--- config.mk ---
export PLATFORM = sky130hd
export DESIGN_NAME = uart_rx
export DESIGN_NICKNAME = d
export VERILOG_FILES = /design/src/rtl/uart_pkg.sv /design/src/rtl/uart_sync.sv /design/src/rtl/uart_rx.sv
export SDC_FILE = /design/constraint.sdc
export NUM_CORES = 1
export LEC_CHECK = 0
export ABC_AREA = 0
export CAP_MARGIN = 20
export CORE_AREA = 2 2 57 100
export DETAILED_ROUTE_END_ITERATION = 16
export DIE_AREA = 0 0 59 102
export SLEW_MARGIN = 20
export SYNTH_ARGS = -nofsm -noshare
export SYNTH_HDL_FRONTEND = slang
export SYNTH_SLANG_ARGS = --single-unit
--- constraint.sdc ---
create_clock -name clk -period 2.85 [get_ports clk]
set_input_delay 0.57 -clock clk [delete_from_list [all_inputs] [get_ports clk]]
set_output_delay 0.57 -clock clk [all_outputs]
set_load 0.01 [all_outputs]
--- src/rtl/uart_pkg.sv ---
// Shared UART definitions: frame geometry and the receiver/transmitter state encodings.
package uart_pkg;
  localparam int BAUD_W    = 14;
  localparam int DATA_BITS = 8;

  typedef enum logic [2:0] {RX_IDLE, RX_START, RX_DATA, RX_STOP, RX_WAIT_HIGH} rx_state_t;
  typedef enum logic [1:0] {TX_IDLE, TX_START, TX_DATA, TX_STOP} tx_state_t;
endpackage

--- src/rtl/uart_sync.sv ---
// Two-flop synchronizer for asynchronous single-bit inputs; resets to RESET_VAL.
module uart_sync #(
  parameter logic RESET_VAL = 1'b1
) (
  input  logic clk,
  input  logic reset,
  input  logic d,
  output logic q
);
  logic [1:0] ff;

  always_ff @(posedge clk) begin
    if (reset) ff <= {2{RESET_VAL}};
    else       ff <= {ff[0], d};
  end

  assign q = ff[1];
endmodule

--- src/rtl/uart_rx.sv ---
// 8N1 UART receiver: mid-bit sampling off a programmable baud divisor, one-entry
// holding register, sticky framing/overrun flags.
module uart_rx #(
  parameter int BAUD_W    = uart_pkg::BAUD_W,
  parameter int DATA_BITS = uart_pkg::DATA_BITS
) (
  input  logic                 clk,
  input  logic                 reset,
  input  logic                 RxD,
  input  logic [BAUD_W-1:0]    baudrate_reg,
  input  logic                 rx_read,
  input  logic                 err_clear,
  output logic [DATA_BITS-1:0] rx_data,
  output logic                 rx_ready,
  output logic                 busy,
  output logic                 framing_error,
  output logic                 overrun_error
);
  import uart_pkg::*;

  localparam int BC_W = $clog2(DATA_BITS);

  rx_state_t            state, state_next;
  logic [BAUD_W-1:0]    baud_cnt;
  logic [BC_W-1:0]      bit_cnt;
  logic [DATA_BITS-1:0] shreg;
  logic                 rxd_s;
  logic                 tick, half, sample, load, ferr;

  uart_sync u_sync (.clk(clk), .reset(reset), .d(RxD), .q(rxd_s));

  assign tick = (baud_cnt == baudrate_reg);
  assign half = (baud_cnt == (baudrate_reg >> 1));
  assign busy = (state != RX_IDLE);

  always_comb begin
    state_next = state;
    sample     = 1'b0;
    load       = 1'b0;
    ferr       = 1'b0;
    case (state)
      RX_IDLE:  if (!rxd_s) state_next = RX_START;
      // A start bit that is high again by its midpoint is treated as noise.
      RX_START: if (half) state_next = rxd_s ? RX_IDLE : RX_DATA;
      RX_DATA: if (tick) begin
        sample = 1'b1;
        if (bit_cnt == BC_W'(DATA_BITS-1)) state_next = RX_STOP;
      end
      RX_STOP: if (tick) begin
        if (rxd_s) begin
          load       = 1'b1;
          state_next = RX_IDLE;
        end else begin
          ferr       = 1'b1;
          state_next = RX_WAIT_HIGH;
        end
      end
      RX_WAIT_HIGH: if (rxd_s) state_next = RX_IDLE;
      default: state_next = RX_IDLE;
    endcase
  end

  always_ff @(posedge clk) begin
    if (reset) begin
      state         <= RX_IDLE;
      baud_cnt      <= '0;
      bit_cnt       <= '0;
      shreg         <= '0;
      rx_data       <= '0;
      rx_ready      <= 1'b0;
      framing_error <= 1'b0;
      overrun_error <= 1'b0;
    end else begin
      state <= state_next;

      if (state_next != state || tick || state == RX_IDLE || state == RX_WAIT_HIGH)
        baud_cnt <= '0;
      else
        baud_cnt <= baud_cnt + BAUD_W'(1);

      if (state != RX_DATA) bit_cnt <= '0;
      else if (sample)      bit_cnt <= bit_cnt + BC_W'(1);

      if (sample) shreg <= {rxd_s, shreg[DATA_BITS-1:1]};

      if (load) rx_data <= shreg;

      if (load)         rx_ready <= 1'b1;
      else if (rx_read) rx_ready <= 1'b0;

      // New errors take priority over a simultaneous clear.
      if (load && rx_ready && !rx_read) overrun_error <= 1'b1;
      else if (err_clear)               overrun_error <= 1'b0;

      if (ferr)           framing_error <= 1'b1;
      else if (err_clear) framing_error <= 1'b0;
    end
  end
endmodule
==> results of run 1 <==
## worst paths after layout
check / startpoint / end / slack [ns] / cells past startpoint
worst max-delay path: state[0] / busy / 0.62 / 2
worst min-delay path: u_sync.ff[0] / u_sync.ff[1] / 0.42 / 1
worst max register to register: state[0] / baud_cnt[3] / 0.97 / 6
worst min register to register: u_sync.ff[0] / u_sync.ff[1] / 0.42 / 1
## registers in the layout, summed over array words and instances, names as in the netlist
signal and count:
u_sync.ff 2, framing_error 1, rx_data 8, shreg 8
state 3, overrun_error 1, baud_cnt 14, rx_ready 1
bit_cnt 3
## power breakdown
group	switching (mW)	internal (mW)	leakage [nW]
combinational	0.0297	0.0470	0.548
clock	0.192	0.219	0.0542
sequential	0.00492	0.575	0.331
total	0.227	0.841	0.933
## routing by layer
layer	GRT usage, %	up-vias
li1	-	760
met1	15.0	650
met2	25.3	36
met3	3.16	5
met4	4.90	0
met5	0	-
## cells in the final DEF, fill, tap and decap left out, types with 4 or more instances in the layout
cell	n
xnor2_1	29
nand4_1	8
buf_4	5
nand2b_1	18
xor2_1	9
nor3_1	4
mux2i_1	19
nor2_1	20
nand2_1	6
clkdlybuf4s50_1	30
or3_1	4
dfxtp_1	41
clkbuf_8	7
nand3_1	7
## cells by family (layout without fill, tap and decap cells)
group,count (synthesis),after routing,synth area share (%)
muxes,19,19,9.34
adders and majority gates,3,3,1.84
AOI/OAI and AO/OA,10,10,4.00
buffers and inverters,15,46,4.06
and+or+nand+nor,81,81,22.5
DFF,41,41,40.3
xor gates and xnor gates,40,40,17.9
## through the flow
step | instance area, sq um | setup WS [ns] | util (%) | hold slack (ns)
2_1_floorplan | 2040 | 0.820 | - | 0.389
3_3_place_gp | 2370 | 0.398 | 45.9 | 0.403
3_5_place_dp | 2370 | 0.389 | 45.9 | 0.397
4_1_cts | 2470 | 0.614 | 47.8 | 0.417
5_1_grt | 2470 | 0.537 | 47.8 | 0.424
6_report | 2470 | 0.624 | 47.8 | 0.415
## layout make-up
class	count	share of cell area, %
Sequential cell	41	33.2
Tap cell	55	2.78
Inverter	3	0.455
Clock buffer	7	3.90
Multi-Input combinational cell	153	45.8
Timing Repair Buffer	35	13.7
Clock inverter	1	0.202
==> impl_metrics.tcl, run 1 <==
set metrics [dict create \
    worstSkewPairLatency_ns 0.29 \
    dr_wl_met3_um 144 \
    n_antenna_cell 0 \
    syn_nets 231 \
    yosysWarnings 0 \
    core_area_sq_um 5170 \
    crit_type "flip-flop to output port" \
    cts_buffer_depth 2 \
    n_fill_cell 492 \
    tritoncts "built" \
    place_hpwl_um 2900 \
    holdBufCountCts 0 \
    slowest_delay_ns 0.49 \
    power_mw 1.07 \
    die_w_um 59 \
    synth.avg_cell_area_sq_um 9.74 \
    port_buffers 30 \
    fp.dieH_um 102 \
    cp.required_ns 2.28 \
    skew_ns 0.00495 \
    timing.fmax_mhz 449 \
    fin_nets 261 \
    ys_ff_latch 41 \
    wl_met1_um 1480 \
    drc_errors 0 \
    p_leak_nw 0.933 \
    yosysTopAreaCell "dfxtp_1" \
    grt_max_degree 26 \
    finalCritPeriodShare_pct 78.1 \
    first_pass_iters 4 \
    cts_setup_buffers 0 \
    viasPerCell 4.92 \
    critPathLaunchType "flip-flop" \
    synth_edf_count 0 \
    power_density_nw_per_um2 432 \
    slew-limit-headroom_pct 71.1 \
    path_cells "or3_1 -> clkdlybuf4s50_1" \
    multiInputGateArea_sq_um 1130 \
    async_reset_ff_share_pct 0 \
    drt_wl_total_um 3700 \
    grt.total_usage_pct 13.8 \
    critPathArrivalTime_ns 1.66 \
    cts.clk_slew.worst_paths_ns 0.08 \
    core.rowCount 35 \
    hold_viol 0 \
    met2_length_um 2020 \
    ys_seq_area_share_pct 40.3 \
    finalSetupTns_ns 0 \
    netlist_top_cells_count "41 x dfxtp_1, 29 x xnor2_1, 20 x nor2_1" \
    highest_layer "met4" \
    yosys.cell_types.count 36 \
    numCtsBuffers 5 \
    syn_area_sq_um 2040 \
    status "completed" \
    rsz0062_at_grt "false" \
    setup_viol 0 \
    overflow 0 \
    critPathMaxFanout 15 \
    grt_pass1_wl_um 6350 \
    wl_per_cell_um 12.5 \
    h-tree-depth 2 \
    crit_buf_inv 1 \
    slowest_stage "clkdlybuf4s50_1" \
    clock_sinks 41 \
    start_util_pct 39.4 \
    drt_first_iter_violations 14 \
    drv_slew 0 \
    cp_top_family "buffers and inverters" \
    yosysTopAreaCellShare_pct 40.3 \
    vias 1451 \
    synth_most_common_cell "dfxtp_1" \
    synth_ff_type "dfxtp_1" \
    io_pins 31 \
    dp.cells 287 \
    final-seq-area_sq_um 821 \
    syn2layout_area_growth_pct 21.5 \
    drv_cap 0 \
    cts_resized 0 \
    drive_gt1_share_pct 8.75 \
    tightest_slew_ns 0.433 \
    clockRootBuffer "clkbuf_8" \
    routabilityCongestion 0.777 \
    fin_crit_ns 2.23 \
    fin_cells 295 \
    ir_drop_uv 357 \
    endpoint_kind "output port" \
    die-area_sq_um 6020 \
    antenna_found_initial 0 \
    synthCells 209 \
    hold_class "flip-flop to flip-flop" \
    postRouteAntennaNets 0 \
    synth_area_leaders "dfxtp_1 40%, xnor2_1 12%, mux2i_1 9.3%" \
    grt_pass1_vias 1404 \
]
No activity file was read; power rests on OpenSTA's default activity.
==> run 2, diff against run 1 <==
==> constraint.sdc (replaced) <==
create_clock -name clk -period 2 [get_ports clk]
set_input_delay 0.4 -clock clk [delete_from_list [all_inputs] [get_ports clk]]
set_output_delay 0.4 -clock clk [all_outputs]
set_load 0.01 [all_outputs]
==> run 2 against run 1 <==
Effect of this change: clock power increased by 55%; die area did not move; combinational power up 78%; cell count is 6.4% higher; utilization rose by 3.8 points; wire length up 13%; sequential power increased by 42%; clock skew is essentially flat; sequential share of layout area is 2.5 points lower.
==> impl_metrics.tcl, run 2 (synthesized netlist as in run 1, its figures left out) <==
set metrics [dict create \
    tritoncts "built" \
    overflow 0 \
    swShare_pct 20.7 \
    fin_nets 281 \
    drt_first_iter_violations 43 \
    cp_top_family "buffers and inverters" \
    first_pass_iters 4 \
    p_comb_share_pct 8.6 \
    p_int_mw 1.27 \
    drt_wl_total_um 4180 \
    post-place-ws_ns -0.270 \
    fin_cells 314 \
    io_pins 31 \
    cts_setup_buffers 0 \
    fin_crit_ns 1.93 \
    grt_pass1_wl_um 6890 \
    slowest_stage "clkdlybuf4s50_1" \
    vias 1567 \
    core_area_sq_um 5170 \
    drive_gt1_share_pct 15.8 \
    grt_pass1_vias 1519 \
    status "completed" \
    endpoint_kind "flip-flop" \
    finalCritPeriodShare_pct 96.5 \
    wl_per_cell_um 13.3 \
    die_w_um 59 \
    critPathMaxFanout 14 \
    syn2layout_area_growth_pct 31.2 \
    start_util_pct 39.4 \
    largest_register "baud_cnt" \
    final_cell_mix "41 x dfxtp_1, 28 x xnor2_1, 26 x clkdlybuf4s50_1, 22 x buf_4, 20 x nor2_1" \
    path_cells "clkdlybuf4s50_1 -> buf_4 -> xnor2_1 -> nand4_1 -> nor4_1 -> buf_4 -> a211o_1 -> buf_12 -> nor2_1" \
    slowest_delay_ns 0.53 \
    core.rowCount 35 \
    h-tree-depth 2 \
    antenna_found_initial 0 \
    critPathArrivalTime_ns 2.11 \
    crit_buf_inv 4 \
    reg_top3 "baud_cnt (14), rx_data (8), shreg (8)" \
    tightest_slew_ns 0.285 \
    setup_ws_ns 0.0699 \
    critPathLaunchType "input port" \
    layout_commonest_cell "dfxtp_1" \
    p_leak_nw 1.09 \
    drv_cap 0 \
    cts_buffer_depth 2 \
    grt_max_degree 17 \
    drv_slew 0 \
    cp.required_ns 2.18 \
    skew_ns 0.00545 \
    hold_class "flip-flop to flip-flop" \
    clock_sinks 41 \
    cp_common_cell "buf_4" \
    drc_errors 0 \
    viasPerCell 4.99 \
    slew-limit-headroom_pct 81.0 \
    worstSkewPairLatency_ns 0.29 \
    crit_type "input port to flip-flop" \
    p_switching_mw 0.330 \
    power_density_nw_per_um2 598 \
    ir_drop_uv 443 \
    routabilityCongestion 0.847 \
    clkPwrFrac_pct 39.9 \
    postRouteAntennaNets 0 \
    seq_power_share_pct 51.5 \
    clockRootBuffer "clkbuf_8" \
    numCtsBuffers 5 \
    fp.dieH_um 102 \
    port_buffers 30 \
    largest_reg_flops 14 \
    rsz0062_at_grt "true" \
    dp.cells 307 \
    setup_viol 0 \
    timing.fmax_mhz 518 \
    die-area_sq_um 6020 \
    place_hpwl_um 3280 \
    hold_viol 0 \
    cts.clk_slew.worst_paths_ns 0.07 \
    grt.total_usage_pct 15.0 \
    n_antenna_cell 0 \
]
[run 2: changes by cell type in the layout (fill, tap and decap cells not counted), moves of 2 or more]
cell             before  now
buf_12                0    2
clkdlybuf4s50_1      30   26
dlymetal6s2s_1        0    4
buf_4                 5   22
clkbuf_8              7    5
[run 2: final cells by class]
| cell class | count | area, sq um |
|---|---|---|
| flip-flops and latches | 41 | 821 |
| repair buffers | 55 | 527 |
| inverters | 3 | 11.3 |
| well taps | 55 | 68.8 |
| fillers | 507 | 2500 |
| clock buffers | 5 | 68.8 |
| multi-input cells | 153 | 1140 |
| clock inverters | 2 | 35.0 |
[run 2: path summary, 6_finish.rpt]
| kind | slack [ns] | endpoint | cells past startpoint | from |
|---|---|---|---|---|
| setup reg to reg | 0.26 | state[0] | 7 | baud_cnt[11] |
| hold reg to reg | 0.41 | u_sync.ff[1] | 1 | u_sync.ff[0] |
| setup / recovery | 0.07 | baud_cnt[7] | 9 | baudrate_reg[2] |
| hold / removal | 0.41 | u_sync.ff[1] | 1 | u_sync.ff[0] |
[run 2: per-layer routing]
layer | vias to the layer above | share of wire [%] | track usage (%)
met4 | 0 | 1.2 | 4.72
met2 | 28 | 58 | 29.6
met1 | 729 | 38 | 15.1
met5 | - | 0 | 0
li1 | 805 | - | -
met3 | 5 | 2.7 | 3.04
[run 2: stage by stage]
step                      power [mW]  utilization (%)  instance area (sq um)  hold WS (ns)   TNS [ns]
after floorplan                0.898                -                   2040         0.389          0
after global routing            1.66             51.7                   2670         0.458  -0.000921
after global placement         0.980             49.3                   2550         0.395      -7.38
after CTS                       1.62             51.3                   2650         0.418          0
after detailed placement       0.980             49.3                   2550         0.397      -8.33
final                           1.60             51.7                   2670         0.413          0
[run 2: timing repair]
action	in CTS	in global routing
endpoints found under the setup margin	0	25
hold buffers	0	0
resized for setup	0	6
[run 2: power groups by stage]
stage | logic, mW | clock network [mW] | registers, mW
6_report | 0.137 | 0.638 | 0.823
5_1_grt | 0.148 | 0.691 | 0.824
4_1_cts | 0.139 | 0.662 | 0.823
3_5_place_dp | 0.138 | 0 | 0.842
3_3_place_gp | 0.138 | 0 | 0.842
2_1_floorplan | 0.0565 | 0 | 0.841
==> run 3, diff against run 2 <==
==> constraint.sdc (replaced) <==
create_clock -name clk -period 2.4 [get_ports clk]
set_input_delay 0.48 -clock clk [delete_from_list [all_inputs] [get_ports clk]]
set_output_delay 0.48 -clock clk [all_outputs]
set_load 0.01 [all_outputs]
==> run 3 against run 2 <==
Effect of this change: sequential power decreased by 17%; setup slack improved by 0.26 ns; worst hold slack improved by 0.0071 ns; power decreased by 18%; via count decreased by 5.5%; combinational power decreased by 29%; die area unchanged; sequential share of layout area increased by 1.8 points; clock-buffer cell count unchanged; clock skew decreased by 0.0022 ns; flip-flop and latch count unchanged; cell count decreased by 4.8%; highest routed layer unchanged.
==> impl_metrics.tcl, run 3 (synthesized netlist as in run 1, its figures left out) <==
set metrics [dict create \
    hold_class "flip-flop to flip-flop" \
    setup_viol 0 \
    critPathArrivalTime_ns 1.59 \
    hold_viol 0 \
    cp_top_family "buffers and inverters" \
    n_fill_cell 506 \
    reg_top3 "baud_cnt (14), rx_data (8), shreg (8)" \
    timing.fmax_mhz 484 \
    drc_errors 0 \
    post_dp_cell_area_sq_um 2420 \
    wl_per_cell_um 12.9 \
    tritoncts "built" \
    cp.required_ns 1.92 \
    dp.cells 292 \
    largest_register "baud_cnt" \
    n_antenna_cell 0 \
    drt_wl_total_um 3860 \
    fin_nets 266 \
    clockRootBuffer "clkbuf_8" \
    h-tree-depth 2 \
    syn2layout_area_growth_pct 24.0 \
    cts_buffer_depth 2 \
    postRouteAntennaNets 0 \
    final_area_sq_um 2520 \
    p_leak_nw 0.966 \
    largest_reg_flops 14 \
    die_w_um 59 \
    fin_crit_ns 2.07 \
    drive_gt1_share_pct 10.2 \
    viasPerCell 4.95 \
    slowest_stage "clkdlybuf4s50_1" \
    numCtsBuffers 5 \
    fp.dieH_um 102 \
    crit_type "flip-flop to output port" \
    tightest_slew_ns 0.299 \
    overflow 0 \
    drv_cap 0 \
    endpoint_kind "output port" \
    drt_first_iter_violations 20 \
    antenna_found_initial 0 \
    place_hpwl_um 3010 \
    slew-limit-headroom_pct 80.0 \
    skew_ns 0.00327 \
    crit_buf_inv 1 \
    core.rowCount 35 \
    fin_cells 299 \
    clock_sinks 41 \
    routabilityCongestion 0.815 \
    critPathMaxFanout 10 \
    rsz0062_at_grt "false" \
    layout_commonest_cell "dfxtp_1" \
    finalCritPeriodShare_pct 86.1 \
    power_density_nw_per_um2 520 \
    die-area_sq_um 6020 \
    final_cell_mix "41 x dfxtp_1, 30 x clkdlybuf4s50_1, 29 x xnor2_1, 20 x nor2_1, 19 x mux2i_1" \
    drv_slew 0 \
    slowest_delay_ns 0.49 \
    grt_max_degree 27 \
    critPathLaunchType "flip-flop" \
    holdBufCountCts 0 \
    first_pass_iters 4 \
    cts_resized 0 \
    grt_pass1_wl_um 6600 \
    io_pins 31 \
    power_mw 1.31 \
    vias 1481 \
    port_buffers 30 \
    grt.total_usage_pct 14.4 \
    status "completed" \
    cts.clk_slew.worst_paths_ns 0.08 \
    finalSetupTns_ns 0 \
    start_util_pct 39.4 \
    cts_setup_buffers 0 \
    grt_pass1_vias 1479 \
    core_area_sq_um 5170 \
    finalCoreUtilization_pct 48.9 \
    worstSkewPairLatency_ns 0.28 \
    path_cells "or3_1 -> clkdlybuf4s50_1" \
    ir_drop_uv 336 \
]
run 3: cell count changes in the layout (fill, tap and decap cells not counted), sizes merged:
cell / previous run / this run
buf: 25 / 10
clkdlybuf4s50: 26 / 30
dlymetal6s2s: 4 / 0
run 3: area by class of cell:
cell class / count / area [sq um] / area share [%]
clock buffers: 5 / 68.8 / 2.73
well taps: 55 / 68.8 / 2.73
multi-input cells: 153 / 1130 / 44.8
flip-flops and latches: 41 / 821 / 32.5
inverters: 3 / 11.3 / 0.446
repair buffers: 40 / 388 / 15.4
clock inverters: 2 / 35.0 / 1.39
run 3: worst paths after layout:
kind,slack (ns),depth (start not counted),endpoint,startpoint
hold reg to reg,0.42,1,u_sync.ff[1],u_sync.ff[0]
setup / recovery,0.33,2,busy,state[0]
hold / removal,0.42,1,u_sync.ff[1],u_sync.ff[0]
setup reg to reg,0.59,7,shreg[5],baud_cnt[6]
run 3: per-stage QoR:
step	setup slack, ns	hold slack (ns)
after floorplan	0.460	0.389
after global placement	0.0488	0.400
after detailed placement	0.0355	0.405
after CTS	0.318	0.428
after global routing	0.224	0.433
final	0.333	0.420
run 3: power breakdown:
part           switching, mW  leakage (nW)  internal [mW]  total [mW]
Combinational         0.0381         0.581         0.0590      0.0971
Sequential           0.00368         0.331          0.683       0.686
Clock                  0.226        0.0540          0.302       0.529
Total                  0.268         0.966           1.04        1.31
run 3: metal layers:
metal  part of all wire (%)  vias to the layer above  track usage [%]
met2                     57                       34             26.8
met4                    1.8                        0             6.64
met1                     38                      672             14.8
met3                    3.5                        6             3.04
li1                       -                      769                -
met5                      0                        -                0
